**config.mk**
```make
export PLATFORM = sky130hd
export DESIGN_NAME = mult_sequencer_flat
export DESIGN_NICKNAME = d
export VERILOG_FILES = /design/src/rtl/mult_pkg.sv /design/src/rtl/mult_sequencer_if.sv /design/src/rtl/piso_shifter.sv /design/src/rtl/mult_sequencer.sv /design/src/flat_wrapper.sv
export SDC_FILE = /design/constraint.sdc
export NUM_CORES = 1
export LEC_CHECK = 0
export CAP_MARGIN = 20
export CORE_MARGIN = 10
export CORE_UTILIZATION = 49
export CTS_BUF_LIST = sky130_fd_sc_hd__clkbuf_8
export DETAILED_ROUTE_END_ITERATION = 16
export GPL_ROUTABILITY_DRIVEN = 0
export GPL_TIMING_DRIVEN = 1
export HOLD_SLACK_MARGIN = 0.15
export PLACE_DENSITY = 0.77
export SKIP_LAST_GASP = 1
export SYNTH_ARGS = -nofsm -noshare
export SYNTH_HDL_FRONTEND = slang
export SYNTH_SLANG_ARGS = --single-unit
export TNS_END_PERCENT = 5
```
**constraint.sdc**
```tcl
create_clock -name clk -period 1.7 [get_ports clk]
set_input_delay 0.255 -clock clk [delete_from_list [all_inputs] [get_ports clk]]
set_output_delay 0.255 -clock clk [all_outputs]
set_load 0.01 [all_outputs]
```
**src/rtl/mult_pkg.sv**
```systemverilog
// Shared definitions for the serial multiplier host sequencer:
// default widths, watchdog limit and the sequencer state encoding.
package mult_pkg;

  localparam int W_DEF       = 12;
  localparam int TIMEOUT_DEF = 255;

  // Product of two W-bit signed operands needs 2W bits.
  function automatic int prod_width(input int w);
    return 2 * w;
  endfunction

  localparam int PROD_W_DEF = prod_width(W_DEF);

  typedef enum logic [2:0] {
    ST_IDLE,
    ST_LOAD,
    ST_WAIT_F,
    ST_MUL,
    ST_WAIT_DONE,
    ST_UNLOAD,
    ST_RESULT,
    ST_ABORT
  } state_t;

endpackage

```
**src/rtl/mult_sequencer_if.sv**
```systemverilog
// Host and serial-multiplier signals of the sequencer.
// The sequencer connects to the slave modport; the host/multiplier side
// uses the master modport.
interface mult_sequencer_if
  import mult_pkg::*;
#(
  parameter int W = W_DEF
);

  logic                       start;
  logic [W-1:0]               x_op;
  logic [W-1:0]               y_op;
  logic                       busy;
  logic                       res_valid;
  logic [prod_width(W)-1:0]   result;
  logic                       err;
  logic                       x_ser;
  logic                       y_ser;
  logic                       sx;
  logic                       sy;
  logic                       fx;
  logic                       fy;
  logic                       mul;
  logic                       done;
  logic                       sz;
  logic                       z_ser;
  logic                       fz;

  modport slave (
    input  start, x_op, y_op, fx, fy, done, z_ser, fz,
    output busy, res_valid, result, err, x_ser, y_ser, sx, sy, mul, sz
  );

  modport master (
    output start, x_op, y_op, fx, fy, done, z_ser, fz,
    input  busy, res_valid, result, err, x_ser, y_ser, sx, sy, mul, sz
  );

endinterface

```
**src/rtl/piso_shifter.sv**
```systemverilog
// Parallel-in serial-out shifter, MSB first. Load has priority over
// shift; zeros enter from the LSB side so the register drains to zero.
module piso_shifter
  import mult_pkg::*;
#(
  parameter int W = W_DEF
) (
  input  logic         clk,
  input  logic         rst,
  input  logic         load,
  input  logic         shift,
  input  logic [W-1:0] din,
  output logic         msb
);

  logic [W-1:0] sr_q;
  logic [W-1:0] sr_d;

  // Next shift-register contents: capture, shift left, or hold.
  always_comb begin
    sr_d = sr_q;
    if (load) begin
      sr_d = din;
    end else if (shift) begin
      sr_d = {sr_q[W-2:0], 1'b0};
    end
  end

  // Shift-register storage with synchronous clear.
  always_ff @(posedge clk) begin
    if (rst) begin
      sr_q <= '0;
    end else begin
      sr_q <= sr_d;
    end
  end

  assign msb = sr_q[W-1];

endmodule

```
**src/rtl/mult_sequencer.sv**
```systemverilog
// Host-side controller for the serial signed multiplier: shifts the
// operand pair in, issues the multiply, collects the product serially and
// presents it in parallel. A watchdog aborts stalled wait states.
module mult_sequencer
  import mult_pkg::*;
#(
  parameter int W       = W_DEF,
  parameter int TIMEOUT = TIMEOUT_DEF
) (
  input logic             clk,
  input logic             rst,
  mult_sequencer_if.slave bus
);

  localparam int PW    = prod_width(W);
  localparam int CNT_W = $clog2(PW);
  localparam int WD_W  = $clog2(TIMEOUT + 1);

  state_t            state_q, state_d;
  logic [CNT_W-1:0]  bit_cnt_q, bit_cnt_d;
  logic [WD_W-1:0]   wd_q, wd_d;
  logic              fx_seen_q, fx_seen_d;
  logic              fy_seen_q, fy_seen_d;
  logic [PW-2:0]     zs_q, zs_d;
  logic [PW-1:0]     result_q, result_d;
  logic              busy_q, busy_d;
  logic              shift_xy_q, shift_xy_d;
  logic              mul_q, mul_d;
  logic              sz_q, sz_d;
  logic              res_valid_q, res_valid_d;
  logic              err_q, err_d;
  logic              load_ops;
  logic              shift_ops;
  logic              x_msb;
  logic              y_msb;

  assign load_ops  = (state_q == ST_IDLE) && bus.start;
  assign shift_ops = (state_q == ST_LOAD);

  piso_shifter #(.W(W)) u_x_shift (
    .clk   (clk),
    .rst   (rst),
    .load  (load_ops),
    .shift (shift_ops),
    .din   (bus.x_op),
    .msb   (x_msb)
  );

  piso_shifter #(.W(W)) u_y_shift (
    .clk   (clk),
    .rst   (rst),
    .load  (load_ops),
    .shift (shift_ops),
    .din   (bus.y_op),
    .msb   (y_msb)
  );

  // Sequencer next state, bit counter, watchdog, sticky full flags and
  // product collector. The collector keeps only the first 2W-1 bits; the
  // last bit is joined straight from z_ser when the product is committed.
  always_comb begin
    state_d   = state_q;
    bit_cnt_d = bit_cnt_q;
    wd_d      = wd_q;
    fx_seen_d = fx_seen_q;
    fy_seen_d = fy_seen_q;
    zs_d      = zs_q;
    result_d  = result_q;
    case (state_q)
      ST_IDLE: begin
        if (bus.start) begin
          state_d   = ST_LOAD;
          bit_cnt_d = '0;
        end
      end
      ST_LOAD: begin
        if (bit_cnt_q == CNT_W'(W - 1)) begin
          state_d   = ST_WAIT_F;
          wd_d      = '0;
          fx_seen_d = 1'b0;
          fy_seen_d = 1'b0;
        end else begin
          bit_cnt_d = bit_cnt_q + CNT_W'(1);
        end
      end
      ST_WAIT_F: begin
        fx_seen_d = fx_seen_q | bus.fx;
        fy_seen_d = fy_seen_q | bus.fy;
        if (fx_seen_d && fy_seen_d) begin
          state_d = ST_MUL;
        end else if (wd_q == WD_W'(TIMEOUT)) begin
          state_d = ST_ABORT;
        end else begin
          wd_d = wd_q + WD_W'(1);
        end
      end
      ST_MUL: begin
        state_d = ST_WAIT_DONE;
        wd_d    = '0;
      end
      ST_WAIT_DONE: begin
        if (bus.done) begin
          state_d   = ST_UNLOAD;
          bit_cnt_d = '0;
        end else if (wd_q == WD_W'(TIMEOUT)) begin
          state_d = ST_ABORT;
        end else begin
          wd_d = wd_q + WD_W'(1);
        end
      end
      ST_UNLOAD: begin
        zs_d = {zs_q[PW-3:0], bus.z_ser};
        if (bit_cnt_q == CNT_W'(PW - 1)) begin
          if (bus.fz) begin
            state_d  = ST_RESULT;
            result_d = {zs_q, bus.z_ser};
          end else begin
            state_d = ST_ABORT;
          end
        end else begin
          bit_cnt_d = bit_cnt_q + CNT_W'(1);
        end
      end
      ST_RESULT: begin
        state_d = ST_IDLE;
      end
      ST_ABORT: begin
        state_d = ST_IDLE;
      end
      default: begin
        state_d = ST_IDLE;
      end
    endcase
  end

  // Moore outputs decoded from the next state so the registered strobes
  // line up with the state they belong to.
  always_comb begin
    busy_d      = (state_d != ST_IDLE);
    shift_xy_d  = (state_d == ST_LOAD);
    mul_d       = (state_d == ST_MUL);
    sz_d        = (state_d == ST_UNLOAD);
    res_valid_d = (state_d == ST_RESULT);
    err_d       = (state_d == ST_ABORT);
  end

  // State, counters, collector and output registers with synchronous reset.
  always_ff @(posedge clk) begin
    if (rst) begin
      state_q     <= ST_IDLE;
      bit_cnt_q   <= '0;
      wd_q        <= '0;
      fx_seen_q   <= 1'b0;
      fy_seen_q   <= 1'b0;
      zs_q        <= '0;
      result_q    <= '0;
      busy_q      <= 1'b0;
      shift_xy_q  <= 1'b0;
      mul_q       <= 1'b0;
      sz_q        <= 1'b0;
      res_valid_q <= 1'b0;
      err_q       <= 1'b0;
    end else begin
      state_q     <= state_d;
      bit_cnt_q   <= bit_cnt_d;
      wd_q        <= wd_d;
      fx_seen_q   <= fx_seen_d;
      fy_seen_q   <= fy_seen_d;
      zs_q        <= zs_d;
      result_q    <= result_d;
      busy_q      <= busy_d;
      shift_xy_q  <= shift_xy_d;
      mul_q       <= mul_d;
      sz_q        <= sz_d;
      res_valid_q <= res_valid_d;
      err_q       <= err_d;
    end
  end

  assign bus.busy      = busy_q;
  assign bus.res_valid = res_valid_q;
  assign bus.result    = result_q;
  assign bus.err       = err_q;
  assign bus.x_ser     = x_msb;
  assign bus.y_ser     = y_msb;
  assign bus.sx        = shift_xy_q;
  assign bus.sy        = shift_xy_q;
  assign bus.mul       = mul_q;
  assign bus.sz        = sz_q;

endmodule

```
**src/flat_wrapper.sv**
```systemverilog
// flat-port wrapper written by rule: the top's interface ports become plain ports
module mult_sequencer_flat import mult_pkg::*;
#(
  parameter int W       = W_DEF,
  parameter int TIMEOUT = TIMEOUT_DEF
)
  (clk, rst, bus_start, bus_x_op, bus_y_op, bus_fx, bus_fy, bus_done, bus_z_ser, bus_fz, bus_busy, bus_res_valid, bus_result, bus_err, bus_x_ser, bus_y_ser, bus_sx, bus_sy, bus_mul, bus_sz);
  mult_sequencer_if #(.W(W)) bus_i ();
  input logic clk;
  input logic rst;
  input wire logic [$bits(bus_i.start)-1:0] bus_start;
  input wire logic [$bits(bus_i.x_op)-1:0] bus_x_op;
  input wire logic [$bits(bus_i.y_op)-1:0] bus_y_op;
  input wire logic [$bits(bus_i.fx)-1:0] bus_fx;
  input wire logic [$bits(bus_i.fy)-1:0] bus_fy;
  input wire logic [$bits(bus_i.done)-1:0] bus_done;
  input wire logic [$bits(bus_i.z_ser)-1:0] bus_z_ser;
  input wire logic [$bits(bus_i.fz)-1:0] bus_fz;
  output wire logic [$bits(bus_i.busy)-1:0] bus_busy;
  output wire logic [$bits(bus_i.res_valid)-1:0] bus_res_valid;
  output wire logic [$bits(bus_i.result)-1:0] bus_result;
  output wire logic [$bits(bus_i.err)-1:0] bus_err;
  output wire logic [$bits(bus_i.x_ser)-1:0] bus_x_ser;
  output wire logic [$bits(bus_i.y_ser)-1:0] bus_y_ser;
  output wire logic [$bits(bus_i.sx)-1:0] bus_sx;
  output wire logic [$bits(bus_i.sy)-1:0] bus_sy;
  output wire logic [$bits(bus_i.mul)-1:0] bus_mul;
  output wire logic [$bits(bus_i.sz)-1:0] bus_sz;
  assign bus_i.start = bus_start;
  assign bus_i.x_op = bus_x_op;
  assign bus_i.y_op = bus_y_op;
  assign bus_i.fx = bus_fx;
  assign bus_i.fy = bus_fy;
  assign bus_i.done = bus_done;
  assign bus_i.z_ser = bus_z_ser;
  assign bus_i.fz = bus_fz;
  assign bus_busy = bus_i.busy;
  assign bus_res_valid = bus_i.res_valid;
  assign bus_result = bus_i.result;
  assign bus_err = bus_i.err;
  assign bus_x_ser = bus_i.x_ser;
  assign bus_y_ser = bus_i.y_ser;
  assign bus_sx = bus_i.sx;
  assign bus_sy = bus_i.sy;
  assign bus_mul = bus_i.mul;
  assign bus_sz = bus_i.sz;
  mult_sequencer #(.W(W), .TIMEOUT(TIMEOUT)) u_core (.clk(clk), .rst(rst), .bus(bus_i));
endmodule
```
After elaboration in Yosys (flattened, before gate mapping)
Cells that the tools add are included.
{ "word_totals": {"register_bits": 95, "latchBits": 0, "ramBits": 0, "mem_bits_ro": 0, "output_inout_bits": 33, "memories": 0} }
{ "classes": {"addsub": 2, "n_mul": 0, "n_div": 0, "order_cmp": 0, "eq_ne": 22, "shifts": 0, "n_mux": 25, "bitwise": 2, "n_reduce_logical": 13} }
{ "ops": {"columns": ["op", "count"], "rows": [
  ["12-bit 2-to-1 mux", 4],
  ["8-bit 2-to-1 mux", 4],
  ["8-bit case mux with 4 select lines", 1],
  ["3-bit equality test (second input constant)", 7],
  ["3-bit case mux with 7 select lines", 1],
  ["5-bit 2-to-1 mux", 4],
  ["5-bit case mux with 4 select lines", 1],
  ["3-bit 2-to-1 mux", 6],
  ["2-bit inequality test (second input constant)", 7],
  ["3-bit by 2-bit equality test with 1-bit output (second input constant)", 3],
  ["8-bit by 1-bit adder with 8-bit output (second input constant)", 1],
  ["8-bit equality test (second input constant)", 1],
  ["4-bit nonzero test", 2],
  ["3-bit by 1-bit equality test with 1-bit output (second input constant)", 2],
  ["5-bit by 1-bit adder with 5-bit output (second input constant)", 1],
  ["5-bit by 4-bit equality test with 1-bit output (second input constant)", 1],
  ["5-bit equality test (second input constant)", 1],
  ["5-bit AND reduction", 1],
  ["1-bit case mux with 2 select lines", 2],
  ["4-bit AND reduction", 1],
  ["2-bit nonzero test", 2],
  ["3-bit zero test", 1],
  ["3-bit AND reduction", 1],
  ["3-bit nonzero test", 1],
  ["5 further kinds", 8]
]} }

Depth between registers and ports, before layout
Gate-level depths: netlist of the first run.
{ "depth": {"word_depth": 5, "mapped_depth": 8, "ltp_nobuf": 6} }

Cells and area by module
A second synthesis of the first run with hierarchy kept.
{ "hier_totals": {"hier_cells": 459, "area_unflattened_um2": 4030.1} }
{ "by_module_without_submodules": {"columns": ["mod", "instances", "cells_per_inst", "area_per_inst_um2"], "rows": [
  ["mult_sequencer", 1, 353, 2834.0],
  ["piso_shifter", 2, 53, 598.1]
]} }

Least setup slack after synthesis of the first run
No wires, ideal clock.
{ "synth_path": {"kind": "reg-to-reg", "from": "register u_core.bit_cnt_q[0]", "to": "register u_core.wd_q[3]", "setup_ns": 0.070, "arrival_ns": 1.648, "path_slack_ns": -0.017, "stages_incl_launch_ff": 7, "synth_period_minus_slack_ns": 1.717, "path_cell_list": "dfxtp_1 ha_1 and4bb_2 o221ai_2 a21o_2 or3_1 a21oi_1"} }
{ "synth_between": {"elab_chain_cells": 3} }
{ "synth_rtl": {"columns": ["item", "line_no", "rtl"], "rows": [
  ["start, declared", "mult_sequencer.sv:20", "logic [CNT_W-1:0] bit_cnt_q, bit_cnt_d;"],
  ["start signal, assigned", "mult_sequencer.sv:165", "bit_cnt_q <= bit_cnt_d;"],
  ["5-bit by 4-bit equality test with 1-bit output", "mult_sequencer.sv:77", "if (bit_cnt_q == CNT_W'(W - 1)) begin"],
  ["2-bit inequality test (no source line)", null, null],
  ["4-bit AND reduction (no source line)", null, null],
  ["end signal, assigned", "mult_sequencer.sv:166", "wd_q <= wd_d;"],
  ["end, declared", "mult_sequencer.sv:21", "logic [WD_W-1:0] wd_q, wd_d;"]
]} }
No other way between the ends.
A chain may end at the register's enable or synchronous reset.

Worst setup path in the final report of the first run
{ "layout_path": {"from": "register u_core.bit_cnt_q[1]", "to": "register u_core.res_valid_q (netlist: u_core.bus.res_valid)"} }
{ "layout_between": {"elab_chain_cells": 4, "word_cells_on_any_way": 6, "classes_between": "eq/ne (3); mux (3)"} }
{ "layout_rtl": {"columns": ["item", "line_no", "rtl"], "rows": [
  ["5-bit equality test or 5-bit by 4-bit equality test with 1-bit output (tied branches)", "mult_sequencer.sv:113, mult_sequencer.sv:77", null],
  ["3-bit 2-to-1 mux (on tied branches)", "mult_sequencer.sv:113, mult_sequencer.sv:77", null],
  ["3-bit case mux with 7 select lines *", "mult_sequencer.sv:69", "case (state_q)"],
  ["3-bit equality test *", "mult_sequencer.sv:143", "res_valid_d = (state_d == ST_RESULT);"],
  ["end signal, assigned", "mult_sequencer.sv:175", "res_valid_q <= res_valid_d;"],
  ["end, declared", "mult_sequencer.sv:30", "logic res_valid_q, res_valid_d;"]
]} }
Mark *: on every way between the ends. The rest lies on a longest branch, timed or not.

==> results.json, run 1 <==
{
  "gr-usage-all-layers_pct": 16.11,
  "ys_ff_latch": 95,
  "critical_path_arrival_ns": 2.06,
  "max-vdd-ir-drop_mv": 0.5270,
  "maxSlewHeadroom_pct": 68.76,
  "portBuffers": 64,
  "grt_pass1_wl_um": 15890,
  "wire_per_inst_um": 14.15,
  "clk_path_buf_depth": 2,
  "cts_made_buffers": 9,
  "post-synth-top-area-fraction_pct": 48.80,
  "critPathRequiredTime_ns": 2.01,
  "rr_worst_depth": 6,
  "timing.rr.end": "u_core.bus.res_valid",
  "ant_nets": 0,
  "timing.hold.worst_path_depth": 2,
  "drt_drc_violations_left": 0,
  "powerDensity_mw_per_mm2": 810.0,
  "synth_seq_area_share_pct": 48.80,
  "crit_chain": "ha_4 > and4bb_2 > o221ai_4 > a211o_2 > mux2i_4 > nor2b_4",
  "path_max_fanout": 7,
  "worst_hold_path.endpoint": "u_core.bus.result[8]",
  "met2WireLength_um": 4401,
  "mappedNetlistNets": 518,
  "dieArea_mm2": 0.01192,
  "final.hold.worst_slack_ns": 0.4589,
  "drt-initial-drc-count": 185,
  "yosysWarningCount": 0,
  "mean_syn_cell_area_um2": 8.053,
  "critPathSlowestCell": "sky130_fd_sc_hd__dfxtp_2",
  "critical_path.endpoint_type": "flop",
  "synthDominantAreaCellType": "sky130_fd_sc_hd__dfxtp_1",
  "power.net_switching_w": 0.001032,
  "num-nets-final": 591,
  "maxCapViolCount": 0,
  "path_class": "reg2reg",
  "post-dp-hpwl_um": 6374,
  "grt_antenna_before_repair": 0,
  "worst_pin_slew_ns": 0.4687,
  "routed_wl_um": 9395,
  "min_from": "u_core.bus.result[8]",
  "first_pass_iters": 4,
  "grt_residual_overflow": 0,
  "floorplan.initialDensity_pct": 50.44,
  "max_clock_freq_ghz": 0.5719,
  "p_int_w": 0.003046,
  "max_stage_delay_ns": 0.37,
  "fin_skew_ns": 0.01589,
  "vias": 3592,
  "top_layer_used": "met4",
  "synth_cells": 484,
  "area_delta_synth_final_pct": 29.18,
  "power_frac_seq_pct": 56.6,
  "yosys-top-cells-count": "sky130_fd_sc_hd__nand2_1 (151), sky130_fd_sc_hd__dfxtp_1 (95), sky130_fd_sc_hd__a21oi_1 (61), sky130_fd_sc_hd__nor2_1 (35), sky130_fd_sc_hd__a311oi_1 (22)",
  "wl_met1_um": 4226,
  "dieWidth_um": 109.2,
  "layout-drive-gt1-share_pct": 12.28,
  "power_switching_share_pct": 25.31,
  "root_buffer": "sky130_fd_sc_hd__clkbuf_8",
  "clock_pin_slew_of_the_registers_on_the_worst_case_setup_and_hold_paths_ns": 0.10,
  "reg2reg_from": "u_core.bit_cnt_q[1]",
  "clk_latency_ns": 0.37,
  "netlist-cell-type-count": 45,
  "power_frac_clock_pct": 34.6,
  "synth_edf_count": 0,
  "numClockSinks": 95,
  "unrepaired_setup_endpoints_after_global_routing": "true",
  "rows": 32,
  "hold_viol_final": 0,
  "netlist_top_cells_area": "sky130_fd_sc_hd__dfxtp_1 (49%), sky130_fd_sc_hd__nand2_1 (15%), sky130_fd_sc_hd__a21oi_1 (7.8%)",
  "final-setup-viol-count": 9,
  "final_critical_path_setup_slack_ns": -0.04849,
  "min_period_ns": 1.748,
  "grt_max_degree": 47,
  "violated_checks": "negative setup slack",
  "chipHeight_um": 109.2,
  "outcome": "finished, violations left",
  "min_path_type": "reg2reg",
  "htree_num_levels": 3,
  "comb_power_share_pct": 8.8,
  "final_util_pct": 65.16,
  "period_share_pct": 102.9,
  "tritoncts": "built",
  "start_kind": "flop",
  "final_number_of_max_transition_violations": 0,
  "core_region_area_mm2": 0.007727,
  "design.portCount": 65,
  "syn-cell-area_mm2": 0.003897,
  "drt_via_density": 5.410,
  "async_reset_ff_share_pct": 0,
  "insertedDiodeCount": 0,
  "detailroute.wirelength.met3_um": 627,
  "power_leakage_nw": 1.735,
  "worst-r2r-setup-slack_ns": -0.05,
  "grt_pass1_vias": 3456,
  "synth_most_common_cell": "sky130_fd_sc_hd__nand2_1",
  "ys_dominant_reg_cell": "sky130_fd_sc_hd__dfxtp_1"
}
==> final cells by class <==
cell class	instances	area, um2
repair buffers	96	919.6
fillers	653	2693
well taps	102	127.6
multi-input cells	351	1874
flip-flops and latches	95	1911
clock buffers	10	137.6
inverters	4	15.01
clock inverters	6	50.05
==> worst max-delay path, delay by kind of cell, from the launching register on <==
family	cells	cell delay, ns
AO/OA/AOI/OAI	2	0.44
flip-flops	1	0.37
AND/OR/NAND/NOR	2	0.49
multiplexers	1	0.26
adder cells (fa/ha/maj)	1	0.15
==> cells by family (layout without fill, tap and decap cells) <==
logic type,count (synthesis),count (layout),synth area share (%)
AO/OA/AOI/OAI,107,107,17.40
flip-flops,95,95,48.80
adder cells (fa/ha/maj),2,2,0.6420
buffers and inverters,38,116,4.398
multiplexers,4,4,1.348
AND/OR/NAND/NOR,238,238,27.42
==> flip-flops by register name, summed over array words and instances (netlist names), 3 cells and up <==
name and cells:
u_core.state_q 3, u_core.u_y_shift.sr_q 12, u_core.u_x_shift.sr_q 12, u_core.bit_cnt_q 5, u_core.zs_q 23, u_core.bus.result 24, u_core.wd_q 8
==> stage by stage <==
stage	worst slack [ns]	instance area, um2	total power [W]	cells	setup TNS, ns
floorplan	0.009951	3901	0.002551	484	0
global route	-0.1197	5035	0.004253	664	-1.225
CTS	-0.05911	4982	0.004103	664	-0.2847
finish	-0.04849	5035	0.004078	664	-0.1978
global placement	-0.1656	4771	0.002700	646	-1.966
detailed placement	-0.2135	4771	0.002709	646	-2.630
==> cells in the final DEF (no fill, tap or decap), types with 3 or more instances in the layout <==
master and instances:
sky130_fd_sc_hd__nand3_1 15, sky130_fd_sc_hd__a21oi_1 59, sky130_fd_sc_hd__or3_1 3, sky130_fd_sc_hd__a311oi_1 22, sky130_fd_sc_hd__dfxtp_2 4, sky130_fd_sc_hd__nor2_1 35, sky130_fd_sc_hd__clkdlybuf4s50_1 63, sky130_fd_sc_hd__dfxtp_1 90
sky130_fd_sc_hd__nand2_1 151, sky130_fd_sc_hd__mux2i_1 3, sky130_fd_sc_hd__nand3b_1 3, sky130_fd_sc_hd__nor2b_1 5, sky130_fd_sc_hd__and3_1 5, sky130_fd_sc_hd__nand2b_1 4, sky130_fd_sc_hd__clkbuf_8 10, sky130_fd_sc_hd__o21ai_0 5
sky130_fd_sc_hd__o21ai_1 5, sky130_fd_sc_hd__buf_12 3, sky130_fd_sc_hd__buf_4 27, sky130_fd_sc_hd__inv_1 4
==> metal layers <==
metal | GRT usage, % | up-vias
li1 | - | 1799
met1 | 20.26 | 1691
met2 | 25.02 | 90
met3 | 4.661 | 12
met4 | 7.342 | 0
met5 | 0 | -
==> worst max path at each step <==
| stage | cells after the start | endpoint | slack (ns) | startpoint |
|---|---|---|---|---|
| after floorplan | 6 | u_core.wd_q[3] | 0.01 | u_core.bit_cnt_q[1] |
| after global placement | 7 | u_core.wd_q[3] | -0.17 | bus_fx |
| after detailed placement | 7 | u_core.wd_q[5] | -0.21 | bus_fx |
| after CTS | 6 | u_core.wd_q[5] | -0.06 | u_core.bit_cnt_q[1] |
| after global routing | 6 | u_core.bus.res_valid | -0.12 | u_core.bit_cnt_q[1] |
| final | 6 | u_core.bus.res_valid | -0.05 | u_core.bit_cnt_q[1] |
==> power by group through the flow <==
| stage | Combinational [W] | Sequential, W | Clock [W] |
|---|---|---|---|
| 2_1_floorplan | 0.000194 | 0.00236 | 0 |
| 3_3_place_gp | 0.000342 | 0.00236 | 0 |
| 3_5_place_dp | 0.000348 | 0.00236 | 0 |
| 4_1_cts | 0.000353 | 0.00231 | 0.00144 |
| 5_1_grt | 0.000396 | 0.00232 | 0.00154 |
| 6_report | 0.000359 | 0.00231 | 0.00141 |
==> repair_timing <==
item                                    CTS  global route
pin swaps                                 0             0
hold buffers                              1             0
buffers inserted                          1             0
endpoints found under the setup margin   34            50
endpoints found under the hold margin     1             0
resized for setup                         4            11
Power figures use the tool's default switching activity.
==> run 2: changes to the inputs <==
CORE_ASPECT_RATIO = 0.9   (was not set)
==> results.json, run 2 (synthesized netlist as in run 1, its figures left out) <==
{
  "outcome": "finished, violations left",
  "violated_checks": "negative setup slack",
  "min_path_type": "in2reg",
  "max-vdd-ir-drop_mv": 0.5289,
  "crit_chain": "ha_4 > and4bb_2 > buf_6 > a22oi_2 > buf_4 > nand3_2 > a22oi_2 > nor2_1",
  "clock_pin_slew_of_the_registers_on_the_worst_case_setup_and_hold_paths_ns": 0.08,
  "dp_area_mm2": 0.004756,
  "dieArea_mm2": 0.01193,
  "worst-r2r-setup-slack_ns": -0.11,
  "grt_pass1_vias": 3328,
  "wire_per_inst_um": 14.85,
  "max_stage_delay_ns": 0.34,
  "timing.rr.end": "u_core.bit_cnt_q[4]",
  "portBuffers": 64,
  "clk_path_buf_depth": 2,
  "first_pass_iters": 5,
  "unrepaired_setup_endpoints_after_global_routing": "true",
  "critPathSlowestCell": "sky130_fd_sc_hd__dfxtp_2",
  "final-setup-viol-count": 12,
  "design_power_total_w": 0.003990,
  "finish.instance_area_mm2": 0.005005,
  "path_class": "reg2reg",
  "drt_via_density": 5.502,
  "min_from": "rst",
  "maxSlewHeadroom_pct": 68.34,
  "cts_made_buffers": 9,
  "root_buffer": "sky130_fd_sc_hd__clkbuf_8",
  "path_max_fanout": 4,
  "post-place-cells": 639,
  "gr-usage-all-layers_pct": 15.70,
  "grt_max_degree": 50,
  "critPathRequiredTime_ns": 1.95,
  "min_period_ns": 1.810,
  "hold_viol_final": 0,
  "period_share_pct": 106.5,
  "clk_latency_ns": 0.36,
  "drt_drc_violations_left": 0,
  "timing.hold.worst_path_depth": 3,
  "dieWidth_um": 114.0,
  "grt_antenna_before_repair": 0,
  "ant_nets": 0,
  "finish.cell_count_without_fillers": 656,
  "drt-initial-drc-count": 257,
  "mostFrequentLayoutCells": "sky130_fd_sc_hd__nand2_1 (151), sky130_fd_sc_hd__dfxtp_1 (90), sky130_fd_sc_hd__clkdlybuf4s50_1 (63), sky130_fd_sc_hd__a21oi_1 (61), sky130_fd_sc_hd__nor2_1 (35)",
  "chipHeight_um": 104.6,
  "post-dp-hpwl_um": 6671,
  "rows": 30,
  "fillCellCount": 655,
  "tritoncts": "built",
  "layout-drive-gt1-share_pct": 12.32,
  "numClockSinks": 95,
  "fin_skew_ns": 0.01129,
  "powerDensity_mw_per_mm2": 797.3,
  "worst_hold_path.endpoint": "u_core.bit_cnt_q[3]",
  "insertedDiodeCount": 0,
  "max_clock_freq_ghz": 0.5525,
  "rr_worst_depth": 8,
  "critical_path.endpoint_type": "flop",
  "core_region_area_mm2": 0.007657,
  "worst_pin_slew_ns": 0.4749,
  "cts-hold-fix-buffers": 0,
  "start_kind": "flop",
  "largest_register_ffs": 24,
  "routed_wl_um": 9740,
  "final_critical_path_setup_slack_ns": -0.1100,
  "design.portCount": 65,
  "final_util_pct": 65.36,
  "maxCapViolCount": 0,
  "area_delta_synth_final_pct": 28.41,
  "power_leakage_nw": 1.730,
  "grt_residual_overflow": 0,
  "grt_pass1_wl_um": 15790,
  "critical_path_arrival_ns": 2.06,
  "vias": 3609,
  "totalNegativeSetupSlack_ns": -0.4950,
  "reg2reg_from": "u_core.bit_cnt_q[1]",
  "final_number_of_max_transition_violations": 0,
  "num-nets-final": 590,
  "most_common_cell_after_layout_fill_and_taps_aside": "sky130_fd_sc_hd__nand2_1",
  "path_common_cell": "sky130_fd_sc_hd__a22oi_2",
  "htree_num_levels": 3,
  "floorplan.initialDensity_pct": 50.90
}
==> run 2: changes by cell type in the layout (fill, tap and decap cells not counted), moves of 2 or more <==
cell	change
sky130_fd_sc_hd__a22oi_1	-2
sky130_fd_sc_hd__nand3_1	-2
sky130_fd_sc_hd__a22oi_2	+2
sky130_fd_sc_hd__a21oi_1	+2
sky130_fd_sc_hd__nand3_2	+2
sky130_fd_sc_hd__a21oi_2	-2
sky130_fd_sc_hd__clkinvlp_4	+2
==> run 2: worst max-delay path by stage <==
stage          slack (ns)                 from  cells past startpoint             endpoint
6_report            -0.11  u_core.bit_cnt_q[1]                      8  u_core.bit_cnt_q[4]
4_1_cts             -0.04  u_core.bit_cnt_q[1]                      8  u_core.bit_cnt_q[4]
3_3_place_gp        -0.17               bus_fx                      7       u_core.wd_q[5]
5_1_grt             -0.15  u_core.bit_cnt_q[0]                      8  u_core.bit_cnt_q[4]
3_5_place_dp        -0.23               bus_fx                      7       u_core.wd_q[5]
2_1_floorplan        0.01  u_core.bit_cnt_q[1]                      6       u_core.wd_q[3]
==> run 2: worst max-delay path, delay by kind of cell, from the launching register on <==
| family | cells | cell delay, ns |
|---|---|---|
| AOI/OAI and AO/OA | 2 | 0.47 |
| and+or+nand+nor | 3 | 0.38 |
| DFF | 1 | 0.34 |
| buffers and inverters | 2 | 0.34 |
| adders and majority gates | 1 | 0.16 |
==> run 2: metal layers <==
| metal | vias up | track usage [%] | share of wire (%) |
|---|---|---|---|
| met3 | 12 | 4.231 | 6.2 |
| met2 | 112 | 24.35 | 48 |
| met5 | - | 0 | 0 |
| li1 | 1794 | - | - |
| met4 | 0 | 5.814 | 1.8 |
| met1 | 1691 | 20.31 | 44 |
==> run 2: repair_timing <==
item	CTS	global route
endpoints found under the setup margin	14	20
pin swaps	4	5
resized for setup	8	7
buffers inserted	1	1
==> run 2: cell type report <==
cell class / instances / area [um2] / share of cell area, %
flip-flops and latches: 95 / 1908 / 38.13
multi-input cells: 351 / 1879 / 37.55
repair buffers: 95 / 909.6 / 18.17
clock buffers: 10 / 137.6 / 2.750
well taps: 96 / 120.1 / 2.400
clock inverters: 5 / 35.03 / 0.7000
inverters: 4 / 15.01 / 0.3000
==> run 2: report_power, final <==
group	leakage (nW)	total, W	switching [W]	internal [W]
Clock	0.0822	0.00132	0.000760	0.000563
Sequential	0.774	0.00231	0.0000316	0.00228
Combinational	0.874	0.000355	0.000185	0.000170
==> run 2: per-stage QoR <==
stage / setup WS, ns / hold slack [ns]
5_1_grt: -0.1511 / 0.3858
2_1_floorplan: 0.009951 / 0.3910
3_5_place_dp: -0.2337 / 0.4493
6_report: -0.1100 / 0.3862
3_3_place_gp: -0.1651 / 0.4453
4_1_cts: -0.03613 / 0.3635
